File: config.mk
export PLATFORM = sky130hd
export DESIGN_NAME = scarv_ccx_mmio_timer
export DESIGN_NICKNAME = d
export VERILOG_FILES = /design/src/rtl/scarv_ccx_mmio_pkg.sv /design/src/rtl/scarv_ccx_mmio_prescaler.sv /design/src/rtl/scarv_ccx_mmio_timer.sv
export SDC_FILE = /design/constraint.sdc
export NUM_CORES = 1
export LEC_CHECK = 0
export CAP_MARGIN = 20
export CORE_AREA = 2 2 121 240
export CTS_BUF_LIST = sky130_fd_sc_hd__clkbuf_2 sky130_fd_sc_hd__clkbuf_4 sky130_fd_sc_hd__clkbuf_8
export DETAILED_ROUTE_END_ITERATION = 7
export DIE_AREA = 0 0 123 242
export PLACE_DENSITY = 0.7
export SLEW_MARGIN = 25
export SYNTH_ARGS = -nofsm -noshare
export SYNTH_HDL_FRONTEND = slang
export SYNTH_SLANG_ARGS = --single-unit
File: constraint.sdc
create_clock -name g_clk -period 3.7 [get_ports g_clk]
set_input_delay 0.74 -clock g_clk [delete_from_list [all_inputs] [get_ports g_clk]]
set_output_delay 0.74 -clock g_clk [all_outputs]
set_load 0.02 [all_outputs]
File: src/rtl/scarv_ccx_mmio_pkg.sv
// Shared definitions for the core-complex MMIO machine timer.
// Holds the word-index register map, the CTRL field positions, the reset
// constants and a byte-strobe merge helper used by the register writes.
package scarv_ccx_mmio_pkg;

  // Word index (addr[7:2]) of each register.
  localparam logic [5:0] IDX_MTIME_LO  = 6'd0;
  localparam logic [5:0] IDX_MTIME_HI  = 6'd1;
  localparam logic [5:0] IDX_CMP_LO    = 6'd2;
  localparam logic [5:0] IDX_CMP_HI    = 6'd3;
  localparam logic [5:0] IDX_CTRL      = 6'd4;
  localparam logic [5:0] IDX_SHADOW_HI = 6'd5;

  // CTRL layout: EN in bit 0, DIV starts at bit 8.
  localparam int CTRL_EN_POS  = 0;
  localparam int CTRL_DIV_POS = 8;

  // Reset values.
  localparam logic [63:0] MTIME_RST  = 64'h0000_0000_0000_0000;
  localparam logic [63:0] CMP_RST    = 64'hFFFF_FFFF_FFFF_FFFF;
  localparam logic        EN_RST     = 1'b1;
  localparam logic [31:0] WORD_RST   = 32'h0000_0000;

  // Replace the bytes of old_val selected by strb with those of new_val.
  function automatic logic [31:0] strb_merge(input logic [31:0] old_val,
                                             input logic [31:0] new_val,
                                             input logic [3:0]  strb);
    logic [31:0] res;
    res = old_val;
    for (int b = 0; b < 4; b++) begin
      if (strb[b]) begin
        res[8*b +: 8] = new_val[8*b +: 8];
      end else begin
        res[8*b +: 8] = old_val[8*b +: 8];
      end
    end
    return res;
  endfunction

endpackage

File: src/rtl/scarv_ccx_mmio_prescaler.sv
// Prescaler for the machine timer.
// Ports: clk/resetn (sync active-low), en (count enable), div (terminal
// count), clr (restart the count at 0), tick (one-cycle increment strobe).
// While enabled the count runs 0..div and tick is high on the cycle the count
// equals div, so div=0 ticks every cycle.
module scarv_ccx_mmio_prescaler #(
  parameter int PSC_W = 8
) (
  input  logic             clk,
  input  logic             resetn,
  input  logic             en,
  input  logic [PSC_W-1:0] div,
  input  logic             clr,
  output logic             tick
);

  logic [PSC_W-1:0] psc_cnt_r;

  // The tick is derived from the current count so the counter sees it in the
  // same cycle; clr only affects the next count value.
  assign tick = en && (psc_cnt_r == div);

  // Prescaler count: cleared by reset or clr, wraps at div, frozen when disabled.
  always_ff @(posedge clk) begin
    if (!resetn) begin
      psc_cnt_r <= {PSC_W{1'b0}};
    end else if (clr) begin
      psc_cnt_r <= {PSC_W{1'b0}};
    end else if (tick) begin
      psc_cnt_r <= {PSC_W{1'b0}};
    end else if (en) begin
      psc_cnt_r <= psc_cnt_r + {{(PSC_W-1){1'b0}}, 1'b1};
    end else begin
      psc_cnt_r <= psc_cnt_r;
    end
  end

endmodule

File: src/rtl/scarv_ccx_mmio_timer.sv
// Memory-mapped 64-bit mtime/mtimecmp machine timer on the core-complex MMIO
// responder port. Never stalls (gnt tied high); each accepted word access gets
// rdata/error registered one cycle later and held until the next accept.
// Ports: g_clk, g_resetn (sync active-low); mmio_req/gnt/wen/strb/addr/wdata
// request side; mmio_rdata/mmio_error response; timer_irq = registered
// (mtime >= mtimecmp).
module scarv_ccx_mmio_timer
  import scarv_ccx_mmio_pkg::*;
#(
  parameter int          AW        = 32,
  parameter int          DW        = 32,
  parameter logic [31:0] MMIO_BASE = 32'h0002_0000,
  parameter int          PSC_W     = 8
) (
  input  logic          g_clk,
  input  logic          g_resetn,
  input  logic          mmio_req,
  output logic          mmio_gnt,
  input  logic          mmio_wen,
  input  logic [3:0]    mmio_strb,
  input  logic [AW-1:0] mmio_addr,
  input  logic [DW-1:0] mmio_wdata,
  output logic [DW-1:0] mmio_rdata,
  output logic          mmio_error,
  output logic          timer_irq
);

  logic [63:0]      mtime_r;
  logic [63:0]      cmp_r;
  logic             en_r;
  logic [PSC_W-1:0] div_r;
  logic [31:0]      shadow_r;
  logic [31:0]      rdata_r;
  logic             error_r;
  logic             irq_r;

  logic             tick_s;
  logic             wr_s;
  logic             ctrl_wr_s;
  logic [5:0]       idx_s;
  logic [63:0]      mtime_inc_s;
  logic [63:0]      mtime_nxt_s;
  logic [63:0]      cmp_nxt_s;
  logic [31:0]      ctrl_rd_s;
  logic [31:0]      ctrl_new_s;
  logic [31:0]      rd_val_s;
  logic             err_s;
  logic             unused_s;

  // Router already range-checks the address; only the word index matters here.
  assign unused_s   = ^{mmio_addr[AW-1:8], mmio_addr[1:0], MMIO_BASE, ctrl_new_s};
  assign mmio_gnt   = 1'b1;
  assign mmio_rdata = rdata_r;
  assign mmio_error = error_r;
  assign timer_irq  = irq_r;

  scarv_ccx_mmio_prescaler #(.PSC_W(PSC_W)) u_psc (
    .clk    (g_clk),
    .resetn (g_resetn),
    .en     (en_r),
    .div    (div_r),
    .clr    (ctrl_wr_s),
    .tick   (tick_s)
  );

  // CTRL read view: EN and DIV fields, all other bits read as zero.
  always_comb begin
    ctrl_rd_s                          = 32'h0000_0000;
    ctrl_rd_s[CTRL_EN_POS]             = en_r;
    ctrl_rd_s[CTRL_DIV_POS +: PSC_W]   = div_r;
  end

  // Address decode, read mux and next-state of the strobed 64-bit registers.
  // Written MTIME bytes override the incremented value, unwritten bytes keep it.
  always_comb begin
    idx_s       = mmio_addr[7:2];
    wr_s        = mmio_req && mmio_wen;
    mtime_inc_s = tick_s ? (mtime_r + 64'd1) : mtime_r;
    mtime_nxt_s = mtime_inc_s;
    cmp_nxt_s   = cmp_r;
    ctrl_new_s  = strb_merge(ctrl_rd_s, mmio_wdata, mmio_strb);
    ctrl_wr_s   = 1'b0;
    rd_val_s    = 32'h0000_0000;
    err_s       = 1'b0;
    case (idx_s)
      IDX_MTIME_LO: begin
        rd_val_s = mtime_r[31:0];
        if (wr_s) begin
          mtime_nxt_s[31:0] = strb_merge(mtime_inc_s[31:0], mmio_wdata, mmio_strb);
        end else begin
          mtime_nxt_s = mtime_inc_s;
        end
      end
      IDX_MTIME_HI: begin
        rd_val_s = mtime_r[63:32];
        if (wr_s) begin
          mtime_nxt_s[63:32] = strb_merge(mtime_inc_s[63:32], mmio_wdata, mmio_strb);
        end else begin
          mtime_nxt_s = mtime_inc_s;
        end
      end
      IDX_CMP_LO: begin
        rd_val_s = cmp_r[31:0];
        if (wr_s) begin
          cmp_nxt_s[31:0] = strb_merge(cmp_r[31:0], mmio_wdata, mmio_strb);
        end else begin
          cmp_nxt_s = cmp_r;
        end
      end
      IDX_CMP_HI: begin
        rd_val_s = cmp_r[63:32];
        if (wr_s) begin
          cmp_nxt_s[63:32] = strb_merge(cmp_r[63:32], mmio_wdata, mmio_strb);
        end else begin
          cmp_nxt_s = cmp_r;
        end
      end
      IDX_CTRL: begin
        rd_val_s  = ctrl_rd_s;
        // An all-zero strobe is a no-op, so it must not restart the prescaler.
        ctrl_wr_s = wr_s && (mmio_strb != 4'b0000);
      end
      IDX_SHADOW_HI: begin
        rd_val_s = shadow_r;
        err_s    = mmio_wen;
      end
      default: begin
        rd_val_s = 32'h0000_0000;
        err_s    = 1'b1;
      end
    endcase
  end

  // Timer state, IRQ compare flop and registered bus response.
  always_ff @(posedge g_clk) begin
    if (!g_resetn) begin
      mtime_r  <= MTIME_RST;
      cmp_r    <= CMP_RST;
      en_r     <= EN_RST;
      div_r    <= {PSC_W{1'b0}};
      shadow_r <= WORD_RST;
      rdata_r  <= WORD_RST;
      error_r  <= 1'b0;
      irq_r    <= 1'b0;
    end else begin
      mtime_r <= mtime_nxt_s;
      cmp_r   <= cmp_nxt_s;
      irq_r   <= (mtime_r >= cmp_r);
      if (ctrl_wr_s) begin
        en_r  <= ctrl_new_s[CTRL_EN_POS];
        div_r <= ctrl_new_s[CTRL_DIV_POS +: PSC_W];
      end
      if (mmio_req) begin
        // Writes return zero data; reads return the pre-update register value.
        rdata_r <= mmio_wen ? 32'h0000_0000 : rd_val_s;
        error_r <= err_s;
        if (!mmio_wen && (idx_s == IDX_MTIME_LO)) begin
          shadow_r <= mtime_r[63:32];
        end
      end
    end
  end

endmodule

Word-level counts from Yosys, hierarchy flattened. Cells that the tools add are included.

Flip-flop bits (word level): 211. Latch bits: 0. Memory bits (writable): 0. ROM bits: 0. Output and inout port bits: 35. Logic and storage cells: 70. Memories kept: 0.

Add/subtract/negate cells: 2. Multiply operators: 0. Div/mod/pow operators: 0. Magnitude comparators: 1. Eq/ne operators: 6. Shifts and indexed selects: 0. Multiplexer cells: 22. Bitwise gates (word level): 3. Reduce and logical (&&, ||, !) cells: 20.

Operators by type and width (count): one-hot mux 64 bit (2 select lines) (2); one-hot mux 32 bit (6 select lines) (1); two-way mux 32 bit (4); two-way mux 8 bit (12); adder 64 x 1 -> 64 bit, second input constant (1); greater-or-equal comparator 64 bit (1); two-way mux 64 bit (1); AND reduction 4 bit (8); equality test 6 x 2 -> 1 bit, second input constant (2); equality test 6 x 3 -> 1 bit, second input constant (2); adder 8 x 1 -> 8 bit, second input constant (1); equality test 8 bit (1); equality test 6 x 1 -> 1 bit, second input constant (1); logical NOT 6 bit (1); AND reduction 2 bit (3); OR reduction 5 bit (1); logical AND 1 bit (4); nonzero test 4 bit (1); inverter 1 bit (3); OR reduction 3 bit (1); one-hot mux 1 bit (2 select lines) (1); logical NOT 1 bit (1); two-way mux 1 bit (1).

Logic depth before layout (Yosys ltp).
Depth after elaboration: 6. Mapped depth: 10. Gate-level depth less buffers: 8.

Cells and area by module. From an unflattened synthesis, not the netlist that was laid out.

Cells, all modules: 1385. Area total of the unflattened synthesis: 11424.7 um2.

Modules (own cells, without submodules): scarv_ccx_mmio_timer (instances 1, cells an instance 1336, area an instance 10985.5 um2, seq. area each 4063.9 um2); scarv_ccx_mmio_prescaler (instances 1, cells an instance 49, area an instance 439.2 um2, seq. area each 160.2 um2).

Worst setup path after synthesis. Ideal clock, no wire load.

Path type: in2reg. Start point: input port mmio_addr[5]. End point: register mtime_r[55]. Library setup time: 126 ps. Data arrival time: 2375 ps. Required time: 3574 ps. Setup slack: 1199 ps. Stages on the path: 8. Buffers on the path: 3. Cell sequence: or3_4 > or3_1 > buf_2 > or3_1 > clkbuf_1 > buf_2 > o21ai_1 > a31oi_1.

Longest elaborated chain between the ends: 2.

RTL lines: start: declaration (line scarv_ccx_mmio_timer.sv:21) `input logic [AW-1:0] mmio_addr,`; equality test 6 x 1 -> 1 bit / logical NOT 6 bit (equally long branches) (line scarv_ccx_mmio_timer.sv:85) `case (idx_s)`; one-hot mux 64 bit (2 select lines) (*) (line scarv_ccx_mmio_timer.sv:85); end signal: assignment (line scarv_ccx_mmio_timer.sv:146) `mtime_r <= mtime_nxt_s;`; end: declaration (line scarv_ccx_mmio_timer.sv:28) `logic [63:0] mtime_r;`.

Mark *: on every way between the ends. The rest lies on a longest branch, timed or not. A chain may end at the register's enable or synchronous reset.

Worst setup path after layout.
Start point: input port mmio_addr[3]. End point: register rdata_r[14] (netlist: mmio_rdata[14]).

Longest elaborated chain between the ends: 3.

RTL lines: equality test 6 x 3 -> 1 bit (tied with other cells) (line scarv_ccx_mmio_timer.sv:85); one-hot mux 32 bit (6 select lines) (*) (line scarv_ccx_mmio_timer.sv:85); two-way mux 32 bit (*) (line scarv_ccx_mmio_timer.sv:155) `rdata_r <= mmio_wen ? 32'h0000_0000 : rd_val_s;`; end signal: assignment (line scarv_ccx_mmio_timer.sv:155); end: declaration (line scarv_ccx_mmio_timer.sv:33) `logic [31:0] rdata_r;`.

Marks and branches as above.

==> qor.yml <==
status: "complete, no violations"
drive_above_1_share: 0.0801
clockBufferDepth: 3
gr-usage-all-layers: 0.269
n_fill_cell: 2770
critPathMaxFanout: 10
clock-sinks: 211
peakVddDrop_uv: 218
synth_edf_count: 0
finalNetCount: 1605
num_vias: 11087
end_kind: "register"
cts_resized: 0
finalCriticalPeriod_ps: 2780
hold_path_class: "reg2reg"
hold_viol_final: 0
rr_worst_depth: 6
routed_via_density: 6.02
ys_types: 59
cts_hold_buf: 0
yosys_most_used_dff: "dfxtp_1"
fp.dieH_microns: 242
worstPathRequired_ps: 4170
dieArea_sq_um: 29800
min_delay_path_depth: 2
hold_start: "mmio_rdata[19]"
max_clock_freq_mhz: 360
p_leak_nw: 5.29
synth_top_area_share: 0.374
grt_pass1_wl_microns: 61400
relSlewSlack: 0.434
antenna_found_initial: 1
drc_errors: 0
first_global_vias: 10993
period_share: 0.751
start_kind: "primary input"
wl_per_cell_microns: 21.5
netlist_area_sq_um: 11300
syn_to_final_growth_pct: 16.2
cts-root-buf: "clkbuf_8"
p_per_area_nw_per_um2: 348
synthArstFlopShare: 0
synth_area_leaders: "dfxtp_1 37%, ha_1 7.3%, nand2_1 7.1%"
clk_latency_ps: 590
dr.pass1.iters: 5
hold_slack_ps: 446
clkTransAtPathRegs_ps: 60
rsz0062_at_grt: "false"
synth_top_cell_by_area: "dfxtp_1"
htree_levels: 1
initial_core_util: 0.402
gp_congestion: 0.959
cts_setup_buffers: 0
synth_commonest_cells: "214 x nand2_1, 211 x dfxtp_1, 136 x a21oi_1, 75 x inv_1, 68 x o21ai_0"
cts_tree: "built"
skew_ps: 20.0
port_buffers: 79
num_rows: 87
yosys_warnings: 0
cts_buffers: 31
tightest_slew_ps: 841
drv_slew: 0
yosysMostFrequentCell: "nand2_1"
setup_tns_ps: 0
synthCells: 1406
finalSetupViolations: 0
synth_seq_cells: 211
dpl.hpwl_microns: 28500
crit_type: "in2reg"
reg2reg_from: "mtime_r[14]"
ioPinCount: 107
grt_max_degree: 43
r2r_end: "mtime_r[55]"
drv_cap: 0
routed_wl_microns: 39600
worstPathArrival_ps: 3250
gr-total-overflow: 0
drtAntennaViolNets: 0
syn_area_per_cell_sq_um: 8.03
core_area_sq_um: 28100
drt_iter0_drc: 850
rrSetupSlack_ps: 940
finalPower_mw: 4.57
holdPathEnd: "mmio_rdata[19]"
synth-seq-area-share: 0.374
fp.dieW_microns: 123
synth.net_count: 1544
[stage by stage]
step                worst slack [ps]  instance area (sq um)  instances  utilization
CTS                              955                  13100       1841        0.467
detailed placement               412                  12500       1790        0.445
global placement                 415                  12500       1790        0.445
floorplan                       1200                  11300       1406            -
finish                           922                  13100       1843        0.467
global route                     812                  13100       1842        0.467
[logic make-up after synthesis]
kind of cell,after synthesis,synth area share
buffers and inverters,171,0.0609
muxes,4,0.00354
and+or+nand+nor,467,0.203
DFF,211,0.374
adders and majority gates,66,0.0731
xor gates and xnor gates,65,0.0504
AOI/OAI and AO/OA,421,0.235
other,1,0.000332
[worst max path at each step]
stage | start | end | cells after the start | slack [ps]
floorplan | mmio_addr[5] | mtime_r[55] | 8 | 1200
finish | mmio_addr[3] | mmio_rdata[14] | 7 | 920
CTS | mtime_r[14] | mtime_r[63] | 6 | 960
global route | mtime_r[14] | mtime_r[53] | 6 | 810
global placement | mmio_addr[3] | mmio_rdata[12] | 7 | 420
detailed placement | mmio_addr[3] | mmio_rdata[12] | 7 | 410
[final cells by class]
cell class / instances / area (sq um) / area share
multi-input combinational: 1024 / 6410 / 0.488
sequential: 211 / 4220 / 0.322
timing repair buffer: 123 / 1140 / 0.0867
clock buffer: 51 / 621 / 0.0473
tap: 356 / 445 / 0.0339
inverter: 76 / 285 / 0.0217
antenna: 2 / 5.00 / 0.000381
[critical path: stages]
cell	delay (ps)
clkdlybuf4s50_1	600
nor2b_1	260
and2_2	310
a221o_1	340
a21oi_1	600
a31oi_1	150
a22o_1	230
[power by group]
| part | internal, mW | switching [mW] | total (mW) | leakage [nW] |
|---|---|---|---|---|
| Sequential | 2.28 | 0.0122 | 2.29 | 1.70 |
| Combinational | 0.115 | 0.206 | 0.321 | 3.25 |
| Clock | 1.04 | 0.913 | 1.95 | 0.333 |
[flip-flops by register name, indices dropped and copies added, names as in the netlist]
signal and count:
u_psc.psc_cnt_r 8, mmio_rdata 32, en_r 1, cmp_r 64, mmio_error 1, timer_irq 1, shadow_r 32, div_r 8
mtime_r 64
[placed cells by master, fill, tap and decap left out, drive strengths merged, types with 20 or more instances in the layout]
cell	synthesis	routed
nand4	47	47
xor2	43	43
buf	30	46
dfxtp	211	211
ha	66	66
a221oi	46	46
a21oi	136	136
inv	76	76
o21ai	96	96
nand2	214	214
clkdlybuf4s50	0	77
nor2	61	61
nand3	51	51
nor3	20	20
o211ai	65	65
xnor2	22	22
a31oi	20	20
clkbuf	65	51
[layer usage]
| metal | track usage | share of wire |
|---|---|---|
| met2 | 0.468 | 0.51 |
| met5 | 0 | 0 |
| met3 | 0.0372 | 0.052 |
| met4 | 0.237 | 0.11 |
| met1 | 0.269 | 0.34 |
Power figures use the tool's default switching activity.
